File: config.mk
export PLATFORM = sky130hd
export DESIGN_NAME = interrupt_arbiter
export DESIGN_NICKNAME = d
export VERILOG_FILES = /design/src/rtl/interrupt_arbiter.sv
export SDC_FILE = /design/constraint.sdc
export NUM_CORES = 1
export LEC_CHECK = 0
export CORE_ASPECT_RATIO = 0.8
export CORE_MARGIN = 4
export CORE_UTILIZATION = 44
export DETAILED_ROUTE_END_ITERATION = 12
export HOLD_SLACK_MARGIN = 0.1
export PLACE_DENSITY_LB_ADDON = 0.12
export SETUP_SLACK_MARGIN = 0.3
export SLEW_MARGIN = 15
export SYNTH_ARGS = -nofsm -noshare
export SYNTH_HDL_FRONTEND = slang
export SYNTH_SLANG_ARGS = --single-unit
File: constraint.sdc
create_clock -name clk -period 2.2 [get_ports clk]
set_clock_uncertainty 0.1 [all_clocks]
set_input_delay 0.55 -clock clk [delete_from_list [all_inputs] [get_ports clk]]
set_output_delay 0.55 -clock clk [all_outputs]
set_load 0.01 [all_outputs]
File: src/rtl/interrupt_arbiter.sv
// Synchronises and edge-detects interrupt lines, holds them pending behind a mask,
// and grants one at a time (lowest index first) with a vector address; all outputs registered.
module interrupt_arbiter #(
    parameter int                DATA_WIDTH = 8,
    parameter int                ADDR_WIDTH = 16,
    parameter logic [ADDR_WIDTH-1:0] MASK_ADDR  = 16'hFF00,
    parameter logic [ADDR_WIDTH-1:0] PEND_ADDR  = 16'hFF01,
    parameter logic [ADDR_WIDTH-1:0] ISR_ADDR   = 16'hFF02,
    parameter logic [ADDR_WIDTH-1:0] EOI_ADDR   = 16'hFF03,
    parameter logic [ADDR_WIDTH-1:0] VEC_BASE   = 16'h0010,
    parameter int                VEC_STRIDE = 4
) (
    input  logic                  clk,
    input  logic                  rst,
    input  logic [DATA_WIDTH-1:0] irq_in,
    input  logic                  we,
    input  logic                  rd,
    input  logic [ADDR_WIDTH-1:0] addr,
    input  logic [DATA_WIDTH-1:0] wdata,
    output logic [DATA_WIDTH-1:0] rdata,
    output logic                  irq_req,
    output logic [ADDR_WIDTH-1:0] irq_vec,
    input  logic                  irq_ack,
    output logic [DATA_WIDTH-1:0] in_service
);
    localparam int IW = $clog2(DATA_WIDTH);

    typedef enum logic [1:0] {IDLE, REQ, SERVICE} state_t;

    state_t                  state_q;
    logic [DATA_WIDTH-1:0]   sync1_q, sync2_q, prev_q;
    logic [DATA_WIDTH-1:0]   pend_q, pend_d, mask_q, isr_q, rdata_q, rd_val;
    logic [IW-1:0]           idx_q, win_idx;
    logic                    win_vld;
    logic                    irq_req_q;
    logic [ADDR_WIDTH-1:0]   irq_vec_q;
    logic [DATA_WIDTH-1:0]   eligible, edge_det, idx_onehot, clr_bits;
    logic                    wr_mask, wr_pend, wr_eoi, win_ok, ack_take;

    assign wr_mask    = we && (addr == MASK_ADDR);
    assign wr_pend    = we && (addr == PEND_ADDR);
    assign wr_eoi     = we && (addr == EOI_ADDR);
    assign edge_det   = sync2_q & ~prev_q;
    assign eligible   = pend_q & mask_q;
    assign idx_onehot = DATA_WIDTH'(1) << idx_q;
    assign win_ok     = pend_q[idx_q] & mask_q[idx_q];
    assign ack_take   = (state_q == REQ) && win_ok && irq_ack;

    // Lowest index wins: scan downward so the last hit is the smallest index.
    always_comb begin
        win_vld = 1'b0;
        win_idx = '0;
        for (int i = DATA_WIDTH - 1; i >= 0; i--) begin
            if (eligible[i]) begin
                win_vld = 1'b1;
                win_idx = IW'(i);
            end
        end
    end

    // A fresh edge is OR'ed in last so it beats a same-cycle software clear.
    always_comb begin
        clr_bits = '0;
        if (wr_pend)  clr_bits = clr_bits | wdata;
        if (ack_take) clr_bits = clr_bits | idx_onehot;
        pend_d = (pend_q & ~clr_bits) | edge_det;
    end

    always_comb begin
        rd_val = '0;
        if (addr == MASK_ADDR)      rd_val = mask_q;
        else if (addr == PEND_ADDR) rd_val = pend_q;
        else if (addr == ISR_ADDR)  rd_val = isr_q;
    end

    always_ff @(posedge clk or posedge rst) begin
        if (rst) begin
            sync1_q <= '0;
            sync2_q <= '0;
            prev_q  <= '0;
            pend_q  <= '0;
            mask_q  <= '0;
            rdata_q <= '0;
        end else begin
            sync1_q <= irq_in;
            sync2_q <= sync1_q;
            prev_q  <= sync2_q;
            pend_q  <= pend_d;
            if (wr_mask) mask_q <= wdata;
            if (rd)      rdata_q <= rd_val;
        end
    end

    always_ff @(posedge clk or posedge rst) begin
        if (rst) begin
            state_q   <= IDLE;
            idx_q     <= '0;
            irq_req_q <= 1'b0;
            irq_vec_q <= '0;
            isr_q     <= '0;
        end else begin
            case (state_q)
                IDLE: begin
                    if (win_vld) begin
                        idx_q     <= win_idx;
                        irq_req_q <= 1'b1;
                        irq_vec_q <= VEC_BASE + ADDR_WIDTH'(win_idx) * ADDR_WIDTH'(VEC_STRIDE);
                        state_q   <= REQ;
                    end
                end
                REQ: begin
                    if (!win_ok) begin
                        irq_req_q <= 1'b0;
                        state_q   <= IDLE;
                    end else if (irq_ack) begin
                        irq_req_q <= 1'b0;
                        isr_q     <= idx_onehot;
                        state_q   <= SERVICE;
                    end
                end
                SERVICE: begin
                    if (wr_eoi) begin
                        isr_q   <= '0;
                        state_q <= IDLE;
                    end
                end
                default: begin
                    irq_req_q <= 1'b0;
                    state_q   <= IDLE;
                end
            endcase
        end
    end

    assign rdata      = rdata_q;
    assign irq_req    = irq_req_q;
    assign irq_vec    = irq_vec_q;
    assign in_service = isr_q;
endmodule

Yosys cells after proc, flatten, opt, wreduce, memory -nomap -nowiden:

Cells that the tools add are included.

* bits in registers: 78
* latch bits: 0
* bits in writable memories: 0
* ROM bits: 0
* input port bits: 37
* output and inout bits: 33
* logic and storage cells: 83
* memories kept: 0

* add/subtract/negate cells: 1
* multipliers: 0
* div/mod/pow operators: 0
* magnitude comparators: 1
* equal/unequal tests: 11
* shifts and indexed selects: 1
* multiplexer cells: 38
* bitwise logic cells: 9
* reduce and logical (&&, ||, !) cells: 11

Operators by type and width (count)
* 16-bit == test, second input constant: 4
* 8-bit two-way mux: 8
* 8-bit AND: 3
* 3-bit two-way mux: 8
* 8-bit NOT: 2
* 8-bit bitwise OR: 2
* 8-bit one-hot mux with 2 select lines: 1
* 1-bit two-way mux: 13
* 2-bit two-way mux: 4
* 2-bit inequality test, second input constant: 4
* 1-bit by 3-bit << shifter with 8-bit output, first input constant: 1
* 5-bit by 5-bit adder with 6-bit output, first input constant: 1
* 1-bit binary-select mux with 3-bit select: 2
* 2-bit one-hot mux with 3 select lines: 1
* 3-bit AND reduction: 2
* 1-bit logical AND: 5
* 3-bit by 4-bit < comparator with 1-bit output, second input constant: 1
* 4-bit AND reduction: 1
* 3-bit inequality test, second input constant: 1
* 1-bit one-hot mux with 3 select lines: 1
* 2-bit by 1-bit == test with 1-bit output, second input constant: 1
* 2-bit == test, second input constant: 1
* 2-bit zero test: 1
* 2-bit AND reduction: 1
* other kinds (3): 3

Longest topological paths before layout:

* depth in word-level cells: 11
* gate-level depth with buffers: 7

Worst setup path after synthesis:

No wires, ideal clock.

* kind: input to register
* start point: in addr[4]
* end point: reg isr_q[3] (netlist: in_service[3])
* library setup time: 122 ps
* data arrival time: 2448 ps
* slack: -470 ps
* cell stages on the path: 7
* cell sequence: or4_1 -> or4_1 -> buf_6 -> or3_4 -> buf_6 -> and2_4 -> a32o_1

* cells in the longest elaborated chain, start to end: 4

Ends and longest elaborated chain
* from (decl): line 18 `input logic [ADDR_WIDTH-1:0] addr,`
* 16-bit == test: line 42 `assign wr_eoi = we && (addr == EOI_ADDR);`
* 1-bit logical AND: line 42
* 2-bit inequality test (no line)
* 4-bit AND reduction (no line)
* to (signal assigned): line 117 `isr_q <= idx_onehot;`
* to (decl): line 32 `logic [DATA_WIDTH-1:0] pend_q, pend_d, mask_q, isr_q, rdata_q, rd_val;`

No other way between the ends.
A chain may end at the register's enable or synchronous reset.

Worst setup path after layout:

* start point: in addr[6]
* end point: reg isr_q[3] (netlist: in_service[3])

Same word-level chain as after synthesis.

==> metrics.md <==
| Metric | Value |
|---|---|
| Global-route wire length before repair | 11,900 um |
| Pwr dens | around 640 nW/um^2 |
| Hold Startpoint | sync1_q[4] |
| Core Area | between 5000 and 6000 um^2 |
| Seq pwr share | 0.458 |
| Sw Share | 0.221 |
| Post-Place Worst Slack | -891 ps |
| Leading area contributor after synthesis | dfrtp_1 |
| Maximum VDD drop | approximately 0.00048 V |
| Final core utilization | 0.696 |
| Endpoint class of the critical path | flop |
| Layout cell share with drive strength beyond 1 | 0.324 |
| PortBufs | 57 |
| Chip Height | approximately 79 um |
| Most used flip-flop cell after synthesis | dfrtp_1 |
| TNS Setup | -5180 ps |
| Launch point of the worst path | addr[6] |
| Setup ws final | -258 ps |
| Final hold violation count | 0 |
| Drt wl/cell | 17.1 um |
| EDFF count, synth | 0 |
| Die width | approximately 96 um |
| Post-Syn Instances | about 250 |
| Htree depth | 3 |
| Final #Nets | 387 |
| Maximum clock path buffer count | 2 |
| R2r startpoint | idx_q[1] |
| Max Slew Vio Count | 0 |
| Tot Pwr | between 2 and 3 mW |
| Critical path type | input port to flop |
| Unrepaired setup endpoints after global routing | yes |
| CTS tree | yes |
| # rows | 25 |
| Number of diodes | 0 |
| Dominant cells by area after synthesis | dfrtp_1 (57%), a32o_1 (3.3%), buf_4 (3.3%) |
| Final setup viols | 32 |
| Top post-synthesis cells by count | dfrtp_1 (63), nand2_1 (23), nor2_1 (20) |
| Starting Density | 0.460 |
| Syn Area/Cell | ~11 um^2 |
| DR vias | around 2,300 |
| Cell Count Post-Placement | slightly above 400 |
| CTS Sinks | 63 |
| Yosys cell types | 43 |
| Maximum clock frequency | between 0.4 and 0.5 GHz |
| DR pass1 iterations | 4 |
| Fin crit share | 1.12 |
| Critical Path Start Type | input port |
| Final Hold Slack | around 250 ps |
| Outcome | finished, violations left |
| DRT iter0 DRCs | 116 |
| Largest net degree at the start of global routing | 64 |
| DIE AREA | ~7600 um^2 |
| DRC violations left | 0 |
| Placed cell areas | approximately 3600 um^2 |
| Number of synthesized register bits | 63 |
| Root Buffer Master | clkbuf_8 |
| Via density | 5.28 |
| Antenna violations before repair | 0 |
| Total GRT Usage | 0.212 |
| Clk slew on worst S/H paths | ~70 ps |
| Routability cong. | between 0.9 and 1 |
| Grt ovf | 0 |
| Total CTS buffers | 9 |
| Design Area, Final | 4160 um^2 |
| Max FO, Critical Path | 6 |
| P_sw | slightly below 0.6 mW |
| HPWL after DPL | between 5000 and 6000 um |
| Synthesized cell area | about 2700 um^2 |
| Crit path time final | approximately 2500 ps |
| Number of global-route vias before repair | ~2,400 |
| Routed WL | approximately 7500 um |
| Post-synthesis sequential area ratio | 0.574 |
| Max-Cap Viols | 0 |
| Min-Delay Path Class | flop to flop |
| Pint | just over 2 mW |
| Fraction of registers with async set/reset | 1.00 |
| Synth top area share | 0.574 |
| Worst-Skew Late Latency | 350 ps |
| Clock share of power | 0.461 |
| IO Count | 70 |
| Antenna Nets Post-Route | 0 |
| CP Data Required Time | about 2300 ps |
| CP arrival | between 2000 and 3000 ps |
| Non-filler cells, final | 436 |
| Failing checks | setup timing |
| Synth Warn # | 0 |
| Count leader, synth | dfrtp_1 |
| Comb pwr share | 0.081 |
| P_leak | 1.98 nW |
| Flop-to-flop setup slack | about 20 ps |
| Area Overhead vs Synth | 51.3% |
registers in the layout, summed over array words and instances (netlist names):
signal and cells:
sync2_q 8, in_service 8, prev_q 8, pend_q 8
rdata 8, sync1_q 8, idx_q 3, mask_q 8
irq_req 1, state_q 2, irq_vec 1
placed cells by master, fill, tap and decap left out, types with 2 or more instances in the layout:
cell type         n
buf_6            10
conb_1           12
buf_12            2
dlymetal6s2s_1   11
mux2_4            8
a221oi_2          5
buf_4            35
nand4_1           5
clkbuf_8          9
nor3_1            2
bufinv_16         3
nor3_2            2
clkinv_4          3
nand3_1           9
o21ai_1           5
or4_4             3
a221oi_1          3
and2_1            3
nand2b_1          2
a21oi_1           6
a22oi_1           2
nand2_1          17
inv_1            13
clkdlybuf4s15_1   2
o22ai_2           6
nand2_2           6
o21ai_0           2
a32o_1            9
nor2b_1           2
nand3_2           6
nor2_1           18
dlygate4sd2_1    18
clkdlybuf4s50_1  22
dfrtp_1          62
layout make-up:
| cell class | instances | area, um^2 |
|---|---|---|
| Fill cell | 456 | 1820 |
| Sequential cell | 63 | 1580 |
| Multi-Input combinational cell | 160 | 1210 |
| Timing Repair Buffer | 102 | 961 |
| Clock buffer | 9 | 124 |
| Clock inverter | 7 | 121 |
| Tap cell | 81 | 101 |
| Inverter | 14 | 56.3 |
worst max-delay path, cell delays in order:
cell    delay (ps)
buf_6           90
or4_4          510
or4_4          420
buf_6          150
buf_6          110
or3_4          390
and2_4         170
a32o_1         200
path summary, 6_finish.rpt:
kind / to / cells after the start
worst max-delay path: in_service[3] / 8
worst min-delay path: sync2_q[4] / 0
worst max register to register: in_service[3] / 5
worst min register to register: sync2_q[4] / 0
max in group asynchronous: idx_q[1] / 3
min in group asynchronous: irq_req / 3
power by group through the flow:
stage	Clock, mW	Sequential (mW)	Combinational, mW
6_report	1.22	1.21	0.215
5_1_grt	1.31	1.22	0.237
4_1_cts	1.25	1.21	0.213
3_5_place_dp	0	1.24	0.214
3_3_place_gp	0	1.23	0.212
2_1_floorplan	0	1.24	0.102
per-layer routing:
layer	vias up	wire, um	global-route usage
met2	87	3370	0.317
met4	0	126	0.0868
met5	-	0	0
li1	1080	-	-
met1	1120	3290	0.285
met3	13	679	0.0642
logic make-up (layout without fill, tap and decap cells):
logic type,Yosys count,after routing,share of synthesized area
AO/OA/AOI/OAI,52,52,0.141
buffers and inverters,36,132,0.0715
flip-flops,63,63,0.574
multiplexers,9,9,0.0410
other,1,12,0.00136
AND/OR/NAND/NOR,87,87,0.172
what timing repair did:
action | CTS | global route
gates resized for setup | 68 | 28
endpoints found under the hold margin | 0 | 0
pin swaps | 16 | 19
endpoints found under the setup margin | 53 | 41
setup buffers | 7 | 2
hold buffers | 0 | 0
No activity file was read; power rests on OpenSTA's default activity.
